**src/rtl/fifo_wptr_full.sv**
```systemverilog
// Async FIFO write-side controller: binary/Gray write pointer, registered full and sticky overflow.
// Optional registered almost-full output is enabled by defining FIFO_ALMOST_FULL_EN.
module fifo_wptr_full #(
  parameter int A_WIDTH   = 8,
  parameter int AF_MARGIN = 4
) (
  input  logic               wclk,
  input  logic               wrst_n,
  input  logic               winc,
  input  logic [A_WIDTH:0]   wq2_rptr,
  input  logic               wovf_clr,
  output logic               wen,
  output logic [A_WIDTH-1:0] waddr,
  output logic [A_WIDTH:0]   wptr,
  output logic               wfull,
  output logic               wovf
`ifdef FIFO_ALMOST_FULL_EN
  ,
  output logic               walmost_full
`endif
);

  logic [A_WIDTH:0] wbin;
  logic [A_WIDTH:0] wbin_next;
  logic [A_WIDTH:0] wgray_next;
  logic [A_WIDTH:0] full_ptr;

  // Write handshake: the producer holds winc; a word is taken on any edge where wen=1.
  // wen is gated by reset so the memory never sees a write while the pointers are held at 0.
  assign wen        = winc & ~wfull & wrst_n;
  assign waddr      = wbin[A_WIDTH-1:0];
  assign wbin_next  = wbin + {{A_WIDTH{1'b0}}, wen};
  assign wgray_next = (wbin_next >> 1) ^ wbin_next;

  // Full when the write pointer is exactly one lap ahead of the read pointer (Gray form).
  assign full_ptr = {~wq2_rptr[A_WIDTH:A_WIDTH-1], wq2_rptr[A_WIDTH-2:0]};

  always_ff @(posedge wclk or negedge wrst_n) begin
    if (!wrst_n) begin
      wbin  <= '0;
      wptr  <= '0;
      wfull <= 1'b0;
      wovf  <= 1'b0;
    end else begin
      wbin  <= wbin_next;
      wptr  <= wgray_next;
      wfull <= (wgray_next == full_ptr);
      if (winc && wfull) begin
        wovf <= 1'b1;
      end else if (wovf_clr) begin
        wovf <= 1'b0;
      end
    end
  end

`ifdef FIFO_ALMOST_FULL_EN
  localparam logic [A_WIDTH:0] AF_LEVEL = (A_WIDTH+1)'((2 ** A_WIDTH) - AF_MARGIN);

  logic [A_WIDTH:0] rbin;
  logic [A_WIDTH:0] wlevel;

  always_comb begin
    rbin[A_WIDTH] = wq2_rptr[A_WIDTH];
    for (int i = A_WIDTH - 1; i >= 0; i--) begin
      rbin[i] = rbin[i+1] ^ wq2_rptr[i];
    end
  end

  assign wlevel = wbin_next - rbin;

  always_ff @(posedge wclk or negedge wrst_n) begin
    if (!wrst_n) begin
      walmost_full <= 1'b0;
    end else begin
      walmost_full <= (wlevel >= AF_LEVEL);
    end
  end
`endif

endmodule

```
**config.mk**
```make
export PLATFORM = sky130hd
export DESIGN_NAME = fifo_wptr_full
export DESIGN_NICKNAME = d
export VERILOG_FILES = /design/src/rtl/fifo_wptr_full.sv
export SDC_FILE = /design/constraint.sdc
export NUM_CORES = 1
export LEC_CHECK = 0
export BUFFER_PORTS_ARGS = -buffer_cell sky130_fd_sc_hd__buf_2
export CELL_PAD_IN_SITES_DETAIL_PLACEMENT = 1
export CELL_PAD_IN_SITES_GLOBAL_PLACEMENT = 1
export CORE_MARGIN = 2
export CORE_UTILIZATION = 36
export CTS_BUF_LIST = sky130_fd_sc_hd__clkbuf_8
export DETAILED_ROUTE_END_ITERATION = 6
export PLACE_DENSITY = 0.87
export RECOVER_POWER = 25
export SLEW_MARGIN = 20
export SYNTH_ARGS = -nofsm -noshare
export SYNTH_HDL_FRONTEND = slang
export SYNTH_SLANG_ARGS = --single-unit
```
**constraint.sdc**
```tcl
create_clock -name wclk -period 2.15 [get_ports wclk]
set_input_delay 0 -clock wclk [delete_from_list [all_inputs] [get_ports wclk]]
set_output_delay 0 -clock wclk [all_outputs]
set_load 0.005 [all_outputs]
```
* Word level (Yosys, flattened, before mapping) *
Index checks and enable logic that the tools add are counted.

operators by class
  bitwise gates (word level) = 5
  add/subtract/negate cells = 1
  reduce and logical (&&, ||, !) cells = 2
  muxes and demuxes = 2
  equal/unequal tests = 1

operators by type and width
  kind                                          number
  9-bit by 1-bit adder with 9-bit output        1
  9-bit equality test                           1
  8-bit by 9-bit bitwise XOR with 9-bit output  1
  1-bit AND                                     2
  1-bit 2-to-1 mux                              2
  2-bit inverter                                1
  2-bit nonzero test                            1
  1-bit logical AND                             1
  1-bit inverter                                1

word-level totals
  flip-flop bits (word level) = 20
  word-level logic and storage cells = 15
  output and inout bits = 20

* Longest topological paths before layout *
Gate-level depths: netlist (run 1).

  depth in word-level cells = 6
  mapped depth = 11
  depth with buffers taken out = 10

* Least setup slack after synthesis (run 1) *
Ideal clock, no wire load.

  path kind = flip-flop to flip-flop
  start = reg wfull
  end = reg wfull
  setup time = 0.096 ns
  cell stages (with the launch flop) = 11
  arrival = 2.078 ns
  setup slack = -0.023 ns
  required time = 2.054 ns
  path through = dfrtp_1 > nor2_1 > ha_1 > ha_1 > buf_2 > a21boi_1 > a21oi_1 > o22a_1 > xnor3_1 > nand4_1 > nor4_2

on the way
  longest elaborated chain between the ends = 6

ends and longest elaborated chain
  element                                       line  RTL
  from (decl)                                   15    output logic wfull,
  from (signal assigned)                        47    wfull <= (wgray_next == full_ptr);
  1-bit inverter                                30    assign wen = winc & ~wfull & wrst_n;
  1-bit AND (2 in series)                       30
  via wen                                       12    output logic wen,
  9-bit by 1-bit adder with 9-bit output        32    assign wbin_next = wbin + {{A_WIDTH{1'b0}}, wen};
  8-bit by 9-bit bitwise XOR with 9-bit output  33    assign wgray_next = (wbin_next >> 1) ^ wbin_next;
  9-bit equality test                           47

The timed path passes the listed nets, and every way through them passes these cells.
A chain may end at the register's enable or synchronous reset.

* Final worst setup path (run 1) *
  start = reg wfull
  end = reg wfull

on the way
  longest elaborated chain between the ends = 6

ends and longest elaborated chain
  element                                       line
  1-bit inverter                                30
  1-bit AND (2 in series)                       30
  9-bit by 1-bit adder with 9-bit output        32
  8-bit by 9-bit bitwise XOR with 9-bit output  33
  9-bit equality test                           47

Every way passes these cells.

==> results.md, run 1 <==
* Hold Vio Cnt, Final at 0
* I/O Buffers at 32
* Top cells by count, synth: dfrtp_1 (19), xnor2_1 (15), xor2_1 (11)
* Rows at 20
* # Max-Cap Violations at 0
* # DRC at 0
* Count leader, synth: dfrtp_1
* WL final at 3.22 mm
* Hpwl dp at 2.31 mm
* Setup Skew at 1.96 ps
* Area of the multi-input gates at roughly 660 um2
* Vias in the first global route at 1056
* Synth top area cells: dfrtp_1 (42%), xnor2_1 (12%), xor2_1 (8.6%), ha_1 (3.3%), buf_6 (3.0%)
* Post-synth net total at 121
* Initial antenna violation count at 0
* Layout area overhead at 35.3%
* Final design utilization at 50.7%
* Hold_ws at 99.8 ps
* Ys flop type: dfrtp_1
* Worst path arrival time at 2340 ps
* Outcome: finished with violations
* Setup CP Type: reg -> reg
* Synth top area share at 42.3%
* Placed cell count at 172
* Failing checks: setup timing
* Synthesis warning total at 0
* Clock sinks at 19
* IO Pins at 33
* M1 GR Usage at 24.1%
* GRT met3 Usage at 3.25%
* Worst Setup Start Kind: register
* Number of distinct library cells after synthesis at 33
* Number of H-tree levels at 1
* Crit-path max FO at 6
* Syn_area_per_cell at 10.7 um2
* Power per cell area at between 1000 and 1500 mW/mm2
* Die Ht at 59.9 um
* Filler Cells Inserted at 330
* Worst min path class: in -> reg
* Final Slew Violations at 0
* Maximum root-to-sink buffer count at 2
* Initial core utilization at 37.5%
* Synth Register Bits at 19
* Core box area at 0.00300 mm2
* Met2 usage at 33.5%
* Worst Setup End Kind: register
* First-pass GRT wire length at between 5 and 6 mm
* RSZ-0062 raised after global routing: true
* Slew headroom at 30.2%
* Total Routing Usage GR at 19.7%
* Synth area leader: dfrtp_1
* WP data required at between 2000 and 2500 ps
* Static leakage at roughly 0.73 nW
* CP Cell Sequence: nor2_2 > ha_2 > ha_4 > and3b_2 > a21o_1 > a22o_4 > nand2_1 > o2111ai_2 > nor4_2
* DRT iter0 DRCs at 29
* Storage element area at 475 um2
* Synth async-reset ratio at 100%
* Setup WS post-layout at -29.5 ps
* Largest net degree at the start of global routing at 20
* Clock root buffer: clkbuf_8
* Final Instance Count excl. Fillers at 182
* Most crowded layer after global routing: met2
* Final weighted congestion in routability-driven placement at 0.869
* Share of cells above drive strength 1 at a little over two fifths
* Clock Latency Late Sink at 250 ps
* Routed Antenna Nets at 0
* Synth Cell Area at approximately 0.0011 mm2
* Die area at 0.00359 mm2
* Final worst path period need at 2180 ps
* Average via count per standard cell at roughly 5.4
* Fmax at 459 MHz
* CTS clock-pin slew for the worst setup and hold paths at about 70 ps
* Syn Inst Count at 105
* Nets at 166
* Crit-path slowest cell: dfrtp_1
* Slew @ Worst Pin at around 1000 ps
* Grt ovf at 0
* Vias at 982
* Period utilization at 101%
* Setup violations, final at 1
* Post-synth EDFFs at 0
* Cts bufs inserted at 3
* CTS tree: built
* Diode count at 0
* Part of the Yosys area used for sequential elements at 42.3%
* Worst VDD drop at 433 uV
* Routed length per instance at 17.7 um
* Chip Width at 59.9 um
* Slowest stage delay, CP at 400 ps
* Pre-antenna DRT Iters at 4
==> registers in the layout, indices dropped and copies added, names as in the netlist <==
name,count
wbin,9
wovf,1
wfull,1
wptr,8
==> per-stage QoR <==
step / setup slack [ps] / setup TNS (ps) / power [mW] / instance area [um2]
5_1_grt: -114 / -114 / 1.83 / 1520
2_1_floorplan: 4.17 / 0 / 1.04 / 1130
4_1_cts: 12.8 / 0 / 1.62 / 1470
3_3_place_gp: 52.7 / 0 / 1.28 / 1340
3_5_place_dp: -120 / -120 / 1.32 / 1340
6_report: -29.5 / -29.5 / 1.70 / 1520
==> cell families after synthesis <==
family / after synthesis / share of synthesized area, %
mux: 1 / 0.890
compound gates: 21 / 14.0
flops: 19 / 42.3
xor+xnor: 27 / 22.2
simple gates: 22 / 10.9
fa+ha+maj: 3 / 3.34
buf+inv: 12 / 6.34
==> power breakdown <==
group          switching (mW)  total [mW]  internal, mW  leakage, nW
combinational           0.423       0.848         0.426        0.470
clock                   0.120       0.247         0.127       0.0269
sequential              0.143       0.609         0.466        0.235
==> path summary, 6_finish.rpt <==
kind	startpoint	end	slack (ps)	cells after the start
setup / recovery	wfull	wfull	-30	9
min in group asynchronous	wrst_n	wptr[4]	610	3
hold reg to reg	wbin[1]	wbin[1]	610	1
setup reg to reg	wfull	wfull	-30	9
max in group asynchronous	wrst_n	wovf	910	3
hold / removal	wq2_rptr[1]	wfull	100	4
==> critical path: cells and delay by family (launching register included) <==
family / cells / cell delay [ps]
simple gates: 4 / 740
compound gates: 3 / 550
flops: 1 / 400
fa+ha+maj: 2 / 400
==> cell usage in the layout (no fill, tap or decap), types with 4 or more instances in the layout <==
master   synthesis  final
buf_2            3     31
dfrtp_1         19     19
xnor2_1         15     14
xor2_1          11     10
buf_4            0      8
inv_1            6      7
nand2_1          7      7
nand3_1          4      4
==> layer usage <==
| metal | vias up | part of all wire, % |
|---|---|---|
| met3 | 8 | 3.7 |
| li1 | 452 | - |
| met4 | 0 | 2.5 |
| met1 | 490 | 43 |
| met5 | - | 0 |
| met2 | 32 | 51 |
==> area by class of cell <==
| class | instances | area share (%) |
|---|---|---|
| Inverter | 6 | 1.48 |
| Tap cell | 33 | 2.71 |
| Clock inverter | 1 | 0.247 |
| Multi-Input combinational cell | 74 | 43.5 |
| Timing Repair Buffer | 46 | 18.1 |
| Clock buffer | 3 | 2.71 |
| Sequential cell | 19 | 31.2 |
==> repair_timing <==
action,in CTS,in global routing
gates resized for setup,8,9
hold endpoints to repair,20,0
cloned,0,0
setup buffers,3,0
pin swaps,3,7
endpoints found under the setup margin,1,1
hold buffers,3,0
Note: power is estimated with default switching activity, not from simulation.
==> inputs of run 2 (changes only) <==
--- a/config.mk
+++ b/config.mk
@@ -5,14 +5,14 @@
 export SDC_FILE = /design/constraint.sdc
 export NUM_CORES = 1
 export LEC_CHECK = 0
-export BUFFER_PORTS_ARGS = -buffer_cell sky130_fd_sc_hd__buf_2
+export BUFFER_PORTS_ARGS = -buffer_cell sky130_fd_sc_hd__clkbuf_2
 export CELL_PAD_IN_SITES_DETAIL_PLACEMENT = 1
 export CELL_PAD_IN_SITES_GLOBAL_PLACEMENT = 1
 export CORE_MARGIN = 2
-export CORE_UTILIZATION = 36
+export CORE_UTILIZATION = 40
 export CTS_BUF_LIST = sky130_fd_sc_hd__clkbuf_8
 export DETAILED_ROUTE_END_ITERATION = 6
-export PLACE_DENSITY = 0.87
+export PLACE_DENSITY = 0.91
 export RECOVER_POWER = 25
 export SLEW_MARGIN = 20
 export SYNTH_ARGS = -nofsm -noshare
==> constraint.sdc (replaced) <==
create_clock -name wclk -period 2.19 [get_ports wclk]
set_input_delay 0 -clock wclk [delete_from_list [all_inputs] [get_ports wclk]]
set_output_delay 0 -clock wclk [all_outputs]
set_load 0.005 [all_outputs]
==> results.md, run 2 (synthesis results as in run 1) <==
* Outcome: finished with violations (unchanged)
* Failing checks: setup timing (unchanged)
* Worst Setup Start Kind: register (unchanged)
* RSZ-0062 raised after global routing: true (unchanged)
* Reg power frac at 37.9% (was 35.7%)
* Most frequent cells in the layout: clkbuf_2 (31), dfrtp_1 (19), xnor2_1 (15) (was buf_2 (31), dfrtp_1 (19), xnor2_1 (14))
* Hold Vio Cnt, Final at 0 (unchanged)
* Largest net degree at the start of global routing at 20 (unchanged)
* Setup WS post-layout at -25.7 ps (was -29.5 ps)
* Initial core utilization at 41.5% (was 37.5%)
* Final design utilization at 53.2% (was 50.7%)
* # Max-Cap Violations at 0 (unchanged)
* Clock Latency Late Sink at 260 ps (was 250 ps)
* Total Routing Usage GR at 19.4% (was 19.7%)
* Reg with most FFs: wbin (unchanged)
* Period utilization at 101% (about the same)
* Setup Skew at 5.41 ps (was 1.96 ps)
* Clock root buffer: clkbuf_8 (unchanged)
* Final worst path period need at 2220 ps (was 2180 ps)
* Worst min path class: in -> reg (unchanged)
* Diode count at 0 (unchanged)
* Hpwl dp at 2.14 mm (was 2.31 mm)
* IO Pins at 33 (unchanged)
* Setup violations, final at 1 (unchanged)
* Largest regs: wbin (9), wptr (8) (unchanged)
* Rows at 19 (was 20)
* Design Power at 1.58 mW (was 1.70 mW)
* Clock Power Share at 16.4% (was 14.5%)
* # DRC at 0 (unchanged)
* Static leakage at 0.696 nW (was 0.732 nW)
* I/O Buffers at 32 (unchanged)
* Final weighted congestion in routability-driven placement at 0.848 (was 0.869)
* Internal Power at 0.949 mW (was 1.02 mW)
* First-pass GRT wire length at 4.78 mm (was 5.09 mm)
* Final Slew Violations at 0 (unchanged)
* Sw power at 0.628 mW (was 0.686 mW)
* Power per cell area at 1090 mW/mm2 (was 1120 mW/mm2)
* DRT iter0 DRCs at 12 (was 29)
* Worst VDD drop at 725 uV (was 433 uV)
* Pre-CTS setup slack at -66.2 ps (was -120 ps)
* Routed Antenna Nets at 0 (unchanged)
* Grt ovf at 0 (unchanged)
* Vias in the first global route at 969 (was 1056)
* Slew @ Worst Pin at 1040 ps (was 1050 ps)
* WP data required at 2360 ps (was 2310 ps)
* Fmax at 451 MHz (was 459 MHz)
* WL final at 3.09 mm (was 3.22 mm)
* CTS clock-pin slew for the worst setup and hold paths at 80 ps (was 70 ps)
* Initial antenna violation count at 0 (unchanged)
* Chip Width at 57.0 um (was 59.9 um)
* Net Sw Frac at 39.8% (was 40.2%)
* CTS tree: built (unchanged)
* Layout area overhead at 28.1% (was 35.3%)
* Nets at 162 (was 166)
* Routed length per instance at 17.6 um (was 17.7 um)
* Clock sinks at 19 (unchanged)
* Die area at 0.00325 mm2 (was 0.00359 mm2)
* Setup CP Type: reg -> reg (unchanged)
* Commonest non-fill, non-tap cell in the layout: clkbuf_2 (was buf_2)
* Die Ht at 57.0 um (was 59.9 um)
* Placed cell count at 169 (was 172)
* Core box area at 0.00271 mm2 (was 0.00300 mm2)
* Share of cells above drive strength 1 at 36.6% (was 41.6%)
* Slew headroom at 30.5% (was 30.2%)
* Pre-antenna DRT Iters at 4 (unchanged)
* Comb power frac at 45.7% (was 49.8%)
* Largest register FFs at 9 (unchanged)
* Final Instance Count excl. Fillers at 176 (was 182)
* Average via count per standard cell at 5.40 (about the same)
* Maximum root-to-sink buffer count at 2 (unchanged)
* Crit-path max FO at 5 (was 6)
* Number of H-tree levels at 1 (unchanged)
* Worst path arrival time at 2390 ps (was 2340 ps)
* Vias at 951 (was 982)
* Cts bufs inserted at 3 (unchanged)
* Filler Cells Inserted at 314 (was 330)
* Storage element area at 475 um2 (unchanged)
* Worst Setup End Kind: register (unchanged)
* Area of the multi-input gates at 621 um2 (was 662 um2)
## run 2: layout make-up
class	count	share of cell area, %
clock buffers	3	2.86
clock inverters	1	0.347
inverters	6	1.56
multi-input cells	74	43.1
flip-flops and latches	19	33.0
well taps	31	2.69
repair buffers	42	16.5
## run 2: critical path, cell delays in order (launching register included)
cell and delay (ps):
dfrtp_1 420, nor2_2 170, ha_2 210, ha_4 170, and3b_2 260, a21o_2 210
a32oi_2 210, xnor2_1 170, nand4_1 140, nor4_2 170
## run 2: metal layers
layer,routed length [um],vias up,track usage (%)
met5,0,-,0
met4,67,0,7.97
met3,150,9,3.40
met2,1620,34,34.5
met1,1260,465,23.2
li1,-,443,-
## run 2: metrics by stage
stage	cell area, um2	TNS (ps)	hold WS (ps)
after floorplan	1120	0	-296
after detailed placement	1330	-66.2	17.6
after global placement	1330	0	-6.23
after CTS	1420	0	81.0
after global routing	1440	-162	128
final	1440	-25.7	69.5
## run 2: what timing repair did
action / 4_1_cts / 5_1_grt
hold buffers: 3 / 0
pin swaps: 0 / 1
setup endpoints to repair: 1 / 1
endpoints found under the hold margin: 20 / 0
setup buffers: 0 / 0
gates resized for setup: 4 / 5
## run 2: path summary, 6_finish.rpt
check / start / end / slack [ps] / depth (start not counted)
setup / recovery: wfull / wfull / -30 / 9
hold / removal: wq2_rptr[1] / wfull / 70 / 4
setup reg to reg: wfull / wfull / -30 / 9
hold reg to reg: wbin[3] / wbin[3] / 580 / 1
max in group asynchronous: wrst_n / wbin[5] / 950 / 3
min in group asynchronous: wrst_n / wptr[7] / 600 / 3
## run 2: power by group through the flow
stage	sequential [mW]	combinational, mW	clock, mW
4_1_cts	0.591	0.693	0.263
5_1_grt	0.618	0.783	0.268
3_3_place_gp	0.585	0.650	0
6_report	0.598	0.720	0.259
2_1_floorplan	0.540	0.476	0
3_5_place_dp	0.593	0.666	0
